### src/rtl/mining_host.sv
// Host end of the UART mining link: streams a 128-byte job from local RAM into the UART
// transmitter, then assembles the returned 32-byte hash with done/timeout status.
`timescale 1ns/1ps

// state | meaning
// IDLE  | no job in flight; job RAM writable; done/timeout/hash hold last result
// SEND  | presenting RAM[idx] to the transmitter, advance on handshake
// WAIT  | all job bytes sent, waiting for first hash byte
// RECV  | collecting remaining hash bytes
module mining_host #(
    parameter int N          = 8,
    parameter int HDR_BYTES  = 128,
    parameter int HASH_BYTES = 32,
    parameter int TO_W       = 32
) (
    input  logic                         clk_i,
    input  logic                         rst_i,
    input  logic                         job_wr_i,
    input  logic [$clog2(HDR_BYTES)-1:0] job_addr_i,
    input  logic [N-1:0]                 job_data_i,
    input  logic                         start_i,
    input  logic                         abort_i,
    input  logic [TO_W-1:0]              timeout_i,
    output logic [N-1:0]                 tx_data_o,
    output logic                         tx_valid_o,
    input  logic                         tx_ready_i,
    input  logic [N-1:0]                 rx_data_i,
    input  logic                         rx_valid_i,
    output logic                         busy_o,
    output logic                         done_o,
    output logic                         timeout_o,
    output logic [N*HASH_BYTES-1:0]      hash_o
);

    localparam int AW = $clog2(HDR_BYTES);
    localparam int CW = $clog2(HASH_BYTES);

    typedef enum logic [1:0] {
        IDLE = 2'd0,
        SEND = 2'd1,
        WAIT = 2'd2,
        RECV = 2'd3
    } state_t;

    state_t                  state_q, state_d;
    logic [AW-1:0]           idx_q, idx_d;
    logic [CW-1:0]           cnt_q, cnt_d;
    logic [TO_W-1:0]         to_cnt_q, to_cnt_d;
    logic [TO_W-1:0]         to_inc;
    logic                    to_hit;
    logic                    done_q, done_d;
    logic                    tout_q, tout_d;
    logic [N*HASH_BYTES-1:0] hash_q, hash_d;
    logic [N-1:0]            ram_q [HDR_BYTES];
    logic                    ram_we;

    // Job RAM holds no reset; writes only land while idle so a job in flight is never corrupted.
    assign ram_we = (state_q == IDLE) && job_wr_i;

    always_ff @(posedge clk_i) begin
        if (ram_we) begin
            ram_q[job_addr_i] <= job_data_i;
        end
    end

    assign to_inc = (&to_cnt_q) ? to_cnt_q : to_cnt_q + TO_W'(1);
    assign to_hit = (timeout_i != '0) && (to_inc >= timeout_i);

    always_comb begin
        state_d  = state_q;
        idx_d    = idx_q;
        cnt_d    = cnt_q;
        to_cnt_d = to_cnt_q;
        done_d   = done_q;
        tout_d   = tout_q;
        hash_d   = hash_q;
        if ((state_q != IDLE) && abort_i) begin
            state_d  = IDLE;
            idx_d    = '0;
            cnt_d    = '0;
            to_cnt_d = '0;
            done_d   = 1'b0;
            tout_d   = 1'b0;
        end else begin
            case (state_q)
                IDLE: begin
                    if (start_i) begin
                        state_d  = SEND;
                        idx_d    = '0;
                        cnt_d    = '0;
                        to_cnt_d = '0;
                        done_d   = 1'b0;
                        tout_d   = 1'b0;
                        hash_d   = '0;
                    end
                end
                SEND: begin
                    if (tx_ready_i) begin
                        idx_d = idx_q + AW'(1);
                        if (idx_q == AW'(HDR_BYTES - 1)) begin
                            state_d  = WAIT;
                            idx_d    = '0;
                            to_cnt_d = '0;
                        end
                    end
                end
                WAIT, RECV: begin
                    // A byte arriving on the terminal-count cycle wins over the timeout.
                    if (rx_valid_i) begin
                        hash_d[N*cnt_q +: N] = rx_data_i;
                        to_cnt_d = '0;
                        cnt_d    = cnt_q + CW'(1);
                        state_d  = RECV;
                        if (cnt_q == CW'(HASH_BYTES - 1)) begin
                            state_d = IDLE;
                            cnt_d   = '0;
                            done_d  = 1'b1;
                        end
                    end else begin
                        to_cnt_d = to_inc;
                        if (to_hit) begin
                            state_d = IDLE;
                            tout_d  = 1'b1;
                        end
                    end
                end
                default: state_d = IDLE;
            endcase
        end
    end

    always_ff @(posedge clk_i or negedge rst_i) begin
        if (!rst_i) begin
            state_q  <= IDLE;
            idx_q    <= '0;
            cnt_q    <= '0;
            to_cnt_q <= '0;
            done_q   <= 1'b0;
            tout_q   <= 1'b0;
            hash_q   <= '0;
        end else begin
            state_q  <= state_d;
            idx_q    <= idx_d;
            cnt_q    <= cnt_d;
            to_cnt_q <= to_cnt_d;
            done_q   <= done_d;
            tout_q   <= tout_d;
            hash_q   <= hash_d;
        end
    end

    assign tx_valid_o = (state_q == SEND);
    assign tx_data_o  = tx_valid_o ? ram_q[idx_q] : '0;
    assign busy_o     = (state_q != IDLE);
    assign done_o     = done_q;
    assign timeout_o  = tout_q;
    assign hash_o     = hash_q;

endmodule

### config.mk
export PLATFORM = sky130hd
export DESIGN_NAME = mining_host
export DESIGN_NICKNAME = d
export VERILOG_FILES = /design/src/rtl/mining_host.sv
export SDC_FILE = /design/constraint.sdc
export NUM_CORES = 2
export LEC_CHECK = 0
export ABC_CLOCK_PERIOD_IN_PS = 5150
export CAP_MARGIN = 10
export CORE_MARGIN = 2
export CORE_UTILIZATION = 48
export DETAILED_ROUTE_END_ITERATION = 10
export PLACE_DENSITY = 0.72
export SKIP_LAST_GASP = 1
export SLEW_MARGIN = 5
export SYNTH_ARGS = -nofsm -noshare
export SYNTH_HDL_FRONTEND = slang
export SYNTH_SLANG_ARGS = --single-unit
### constraint.sdc
create_clock -name clk_i -period 5.15 [get_ports clk_i]
set_clock_uncertainty 0.1 [all_clocks]
set_input_delay 1.545 -clock clk_i [delete_from_list [all_inputs] [get_ports clk_i]]
set_output_delay 1.545 -clock clk_i [all_outputs]
set_load 0.03 [all_outputs]
=== Word level (Yosys, flattened, before mapping) ===
Memories as Yosys holds them, arrays and structs flattened.
Index checks and enable logic that the tools add are counted.
Widths: inputs -> output; s select.

* Memories: 1
* Output and inout port bits: 268
* Bits in registers: 304
* Input port bits: 62
* Memory bits (writable): 1024
* Word-level logic and storage cells: 90

* $add $sub $neg: 4
* Reduce and logical (&&, ||, !) cells: 18
* Order comparisons: 1
* Shifts and indexed selects: 2
* Bitwise gates (word level): 1
* Eq/ne operators: 15
* Mux-type cells: 41

{| class="wikitable"
|+ Memories
! name !! depth !! width !! rd ports !! clocked after Yosys merged registers in !! wr ports !! line !! text
|-
| ram_q || 128 || 8 || 1 || 0 || 1 || 54 || <nowiki>logic [N-1:0] ram_q [HDR_BYTES];</nowiki>
|}

{| class="wikitable"
|+ Operators with widths
! kind !! number
|-
| $mux 256 || 2
|-
| $pmux 256 s2 || 1
|-
| $bwmux 256 || 1
|-
| $shift 8x34->256 const A || 1
|-
| $shiftx 8x34->256 || 1
|-
| $mux 32 || 6
|-
| $pmux 32 s3 || 1
|-
| $neg 8->34 || 1
|-
| $add 32x1->32 const B || 1
|-
| $ge 32x32->1 || 1
|-
| $reduce_and 32->1 || 1
|-
| $reduce_bool 32->1 || 1
|-
| $mux 7 || 4
|-
| $mux 5 || 4
|-
| $reduce_and 4->1 || 4
|-
| $mux 2 || 7
|-
| $pmux 7 s2 || 1
|-
| $ne 3x3->1 const B || 4
|-
| $pmux 5 s2 || 1
|-
| $mux 1 || 9
|-
| $reduce_and 3->1 || 3
|-
| $mux 8 || 1
|-
| $add 7x1->7 const B || 1
|-
| $eq 7x7->1 const B || 1
|-
| other kinds (16) || 24
|}

=== Logic depth before layout (Yosys ltp) ===
* Depth after elaboration: 8
* Mapped depth: 16
* Gate-level depth less buffers: 13

=== Least setup slack after synthesis ===
OpenSTA, ideal clock, no wires.

* Kind: flip-flop to output port
* From: register idx_q[0]
* To: output port tx_data_o[2]
* Path buffers: 4
* Cell stages (with the launch flop): 10
* Setup slack: 1.051 ns
* Data required time: 3.505 ns
* Arrival time: 2.454 ns
* Path through: dfrtp_1 -> buf_2 -> buf_4 -> buf_4 -> buf_2 -> mux2i_1 -> o22ai_1 -> a2111oi_0 -> a211oi_1 -> o32a_1

* Word-level cells in the longest chain between the ends: 2

{| class="wikitable"
|+ Ends and longest elaborated chain
! item !! line !! text
|-
| start: declaration || 46 || <nowiki>logic [AW-1:0] idx_q, idx_d;</nowiki>
|-
| start signal: assignment || 143 || <nowiki>idx_q <= idx_d;</nowiki>
|-
| $mem_v2 128x8 || -- ||
|-
| $mux 8 || 153 || <nowiki>assign tx_data_o = tx_valid_o ? ram_q[idx_q] : '0;</nowiki>
|-
| end: declaration || 24 || <nowiki>output logic [N-1:0] tx_data_o,</nowiki>
|}

No other way between the ends.

=== Worst setup path in the final report ===
* From: register idx_q[0]
* To: output port tx_data_o[1]

The elaborated chain is that of the path after synthesis.

==> summary.txt <==
gr ovfl total = 0
setup TNS = -0.0182 ns
Sink Count = 1328
final worst slack = -0.0177 ns
total CTS buffers = 136
startpoint types = flip-flop
worst rel slew slack = 0.254
XOR/XNOR share of the synthesized area = 0.00575
register area = 38400 um2
PD cells = 413 nW/um2
hold buffers post-CTS = 0
hold path depth = 1
Cells after Synth = 3130
initial antenna violation count = 7
status = finished with violations
final slew viol count = 0
# nets final = 3752
post-synthesis cell type count = 72
final setup fails = 2
Setup crit start = idx_q[0]
core area = 110000 um2
Worst path slowest cell = dfrtp_4
Max stage delay on crit path = 0.48 ns
Tmin final = 5.17 ns
Initial Util = 0.483
fillers = 8083
maximum buffer depth of the clock tree = 3
main combinational cell family by area after synthesis = multiplexers
maximum capacitance violations = 0
vias per cell = 6.15
CTS Root Buffer Type = clkbuf_16
vias in the first global route = 31400
number of synthesis warnings = 0
die extent in x = 337 um
Worst Hold Class = flip-flop to flip-flop
Synth Flop Type = edfxtp_1
most frequent cells in the layout = edfxtp_1 (1024), clkdlybuf4s50_1 (312), dfrtp_1 (301)
Leak = 22.4 nW
worst vdd ir = 0.315 mV
Post-route DRC = 0
CP endpoint kind = output pin
Post-Synth Simple-Gate Area = 0.0491
failing checks = negative setup slack
port bufs = 329
RSZ-0062 raised after global routing = yes
Final Hold Fails = 0
most common cell after layout, fill and taps aside = edfxtp_1
mean post-synth cell area = 17.0 um2
vias = 32300
DIE AREA = 114000 um2
Wirelength per Cell = 27.2 um
critical path peak fanout = 15
H-tree Lvls = 4
FP Rows = 122
CTS tree = done
number of routed nets with antenna violations = 0
drt total wl = 143 mm
Yosys reg bits = 1328
Clock transition at path regs = 0.06 ns
hold_sp = hash_o[135]
clk_lat worst skew = 0.74 ns
ys async rst share = 0.229
Worst EP required = 3.51 ns
FF-to-FF path depth = 12
post-synthesis compound-gate area fraction = 0.0889
area delta synth->final = 21.2%
Post-Synth Adder-Cell Area = 0.00893
WS Path Type = flip-flop to output pin
Final Cycle Share = 1.00
router iterations before antenna repair = 6
pin count of the biggest net entering global routing = 108
number of synthesized flops with an enable pin = 1024
syn_nets = 3230
placed wire-length estimate = 94.2 mm
first-pass GRT wire length = 208 mm
multi-input logic area = 14300 um2
crit path DAT = 3.52 ns
synthesized cell area = 53300 um2
I/O Pins = 330
critical path cell sequence = buf_8, buf_12, buf_4, mux2i_1, o21ai_0, o31ai_2, o31ai_2, o32a_2, buf_12
GPL Wtd Cong = 0.930
post-synthesis sequential area ratio = 0.720
Worst Tran Pin Value = 1.12 ns
layout cells sized above 1 = 0.197
Fmax = 194 MHz
post-synthesis mux area share = 0.110
die height = 337 um
total power = 0.0266 W
GRT Total Usage = 0.247
DR iter-0 viols = 3472
worst r2r src = to_cnt_q[29]
-- metrics by stage --
step	hold WS (ns)	instance area [um2]	util	std cells	worst slack (ns)
global placement	0.364	59400	0.538	4976	0.116
floorplan	0.384	53300	-	3130	1.05
CTS	0.391	64200	0.582	5229	-0.0309
finish	0.381	64600	0.585	5248	-0.0177
detailed placement	0.378	59400	0.538	4976	0.144
global route	0.406	64500	0.585	5247	-0.0504
-- what timing repair did --
item | CTS | global route
setup buffers | 10 | 11
setup endpoints to repair | 8 | 8
pin swaps | 4 | 6
endpoints found under the hold margin | 0 | 0
cloned | 2 | 3
resized for setup | 62 | 29
-- final cells by class --
| cell class | instances | area share |
|---|---|---|
| diodes | 5 | 0.000194 |
| clock buffers | 176 | 0.0571 |
| clock inverters | 65 | 0.0104 |
| inverters | 46 | 0.00267 |
| multi-input cells | 1583 | 0.222 |
| flip-flops and latches | 1328 | 0.594 |
| well taps | 1488 | 0.0288 |
| repair buffers | 557 | 0.0849 |
-- power by group --
group | internal (W) | switching [W] | total, W
combinational | 0.00244 | 0.00291 | 0.00536
clock | 0.00554 | 0.00409 | 0.00963
sequential | 0.0116 | 0.0000637 | 0.0117
-- Yosys cell counts, drive strengths merged (13+ instances only) --
cell type | number | share of area
mux2i | 118 | 0.022
xor2 | 14 | 0.0023
nand4 | 13 | 0.0015
o31ai | 31 | 0.0046
edfxtp | 1024 | 0.58
nor4 | 28 | 0.0034
buf | 55 | 0.0062
a21oi | 46 | 0.0043
nor2 | 222 | 0.016
nor2b | 14 | 0.0016
dfrtp | 304 | 0.14
o21ai | 75 | 0.0070
ha | 38 | 0.0089
a31oi | 18 | 0.0021
o22ai | 66 | 0.0078
o221ai | 15 | 0.0025
a32o | 15 | 0.0028
mux4 | 201 | 0.085
clkbuf | 118 | 0.0083
nand3 | 33 | 0.0031
and3 | 16 | 0.0019
nor3 | 23 | 0.0022
inv | 46 | 0.0032
nand2 | 129 | 0.0094
nand2b | 13 | 0.0015
or3 | 16 | 0.0019
a22oi | 16 | 0.0023
xnor2 | 21 | 0.0035
a211oi | 37 | 0.0052
a22o | 253 | 0.042
-- critical path, delay by kind of cell (launching register included) --
family                 cells  cell delay (ns)
AOI/OAI and AO/OA          4             1.33
DFF                        1             0.48
buffers and inverters      4             0.83
muxes                      1             0.15
-- registers in the layout, indices dropped and copies added (netlist names) --
| register | count |
|---|---|
| done_o | 1 |
| state_q | 2 |
| cnt_q | 5 |
| ram_q | 1024 |
| idx_q | 7 |
| hash_o | 256 |
| timeout_o | 1 |
| to_cnt_q | 32 |
-- worst paths after layout --
check                          endpoint  slack (ns)
max in group asynchronous  to_cnt_q[18]        3.05
min reg2reg                 hash_o[135]        0.38
min                         hash_o[135]        0.38
max                        tx_data_o[1]       -0.02
max reg2reg                  state_q[1]        0.65
min in group asynchronous   hash_o[253]        0.76
-- logic make-up (layout without fill, tap and decap cells) --
kind of cell    Yosys count  in the layout
flops                  1328           1328
compound gates          626            626
simple gates            554            554
mux                     330            330
buf+inv                 219            844
fa+ha+maj                38             38
xor+xnor                 35             35
other cells               0              5
-- routing by layer --
metal,global-route usage,routed length (um),part of all wire,vias to the layer above
li1,-,-,-,13700
met1,0.334,56100,0.39,16600
met2,0.398,68700,0.48,1734
met3,0.0548,13700,0.096,249
met4,0.0878,4380,0.031,0
met5,0,0,0,-
Note: power is estimated with default switching activity, not from simulation.
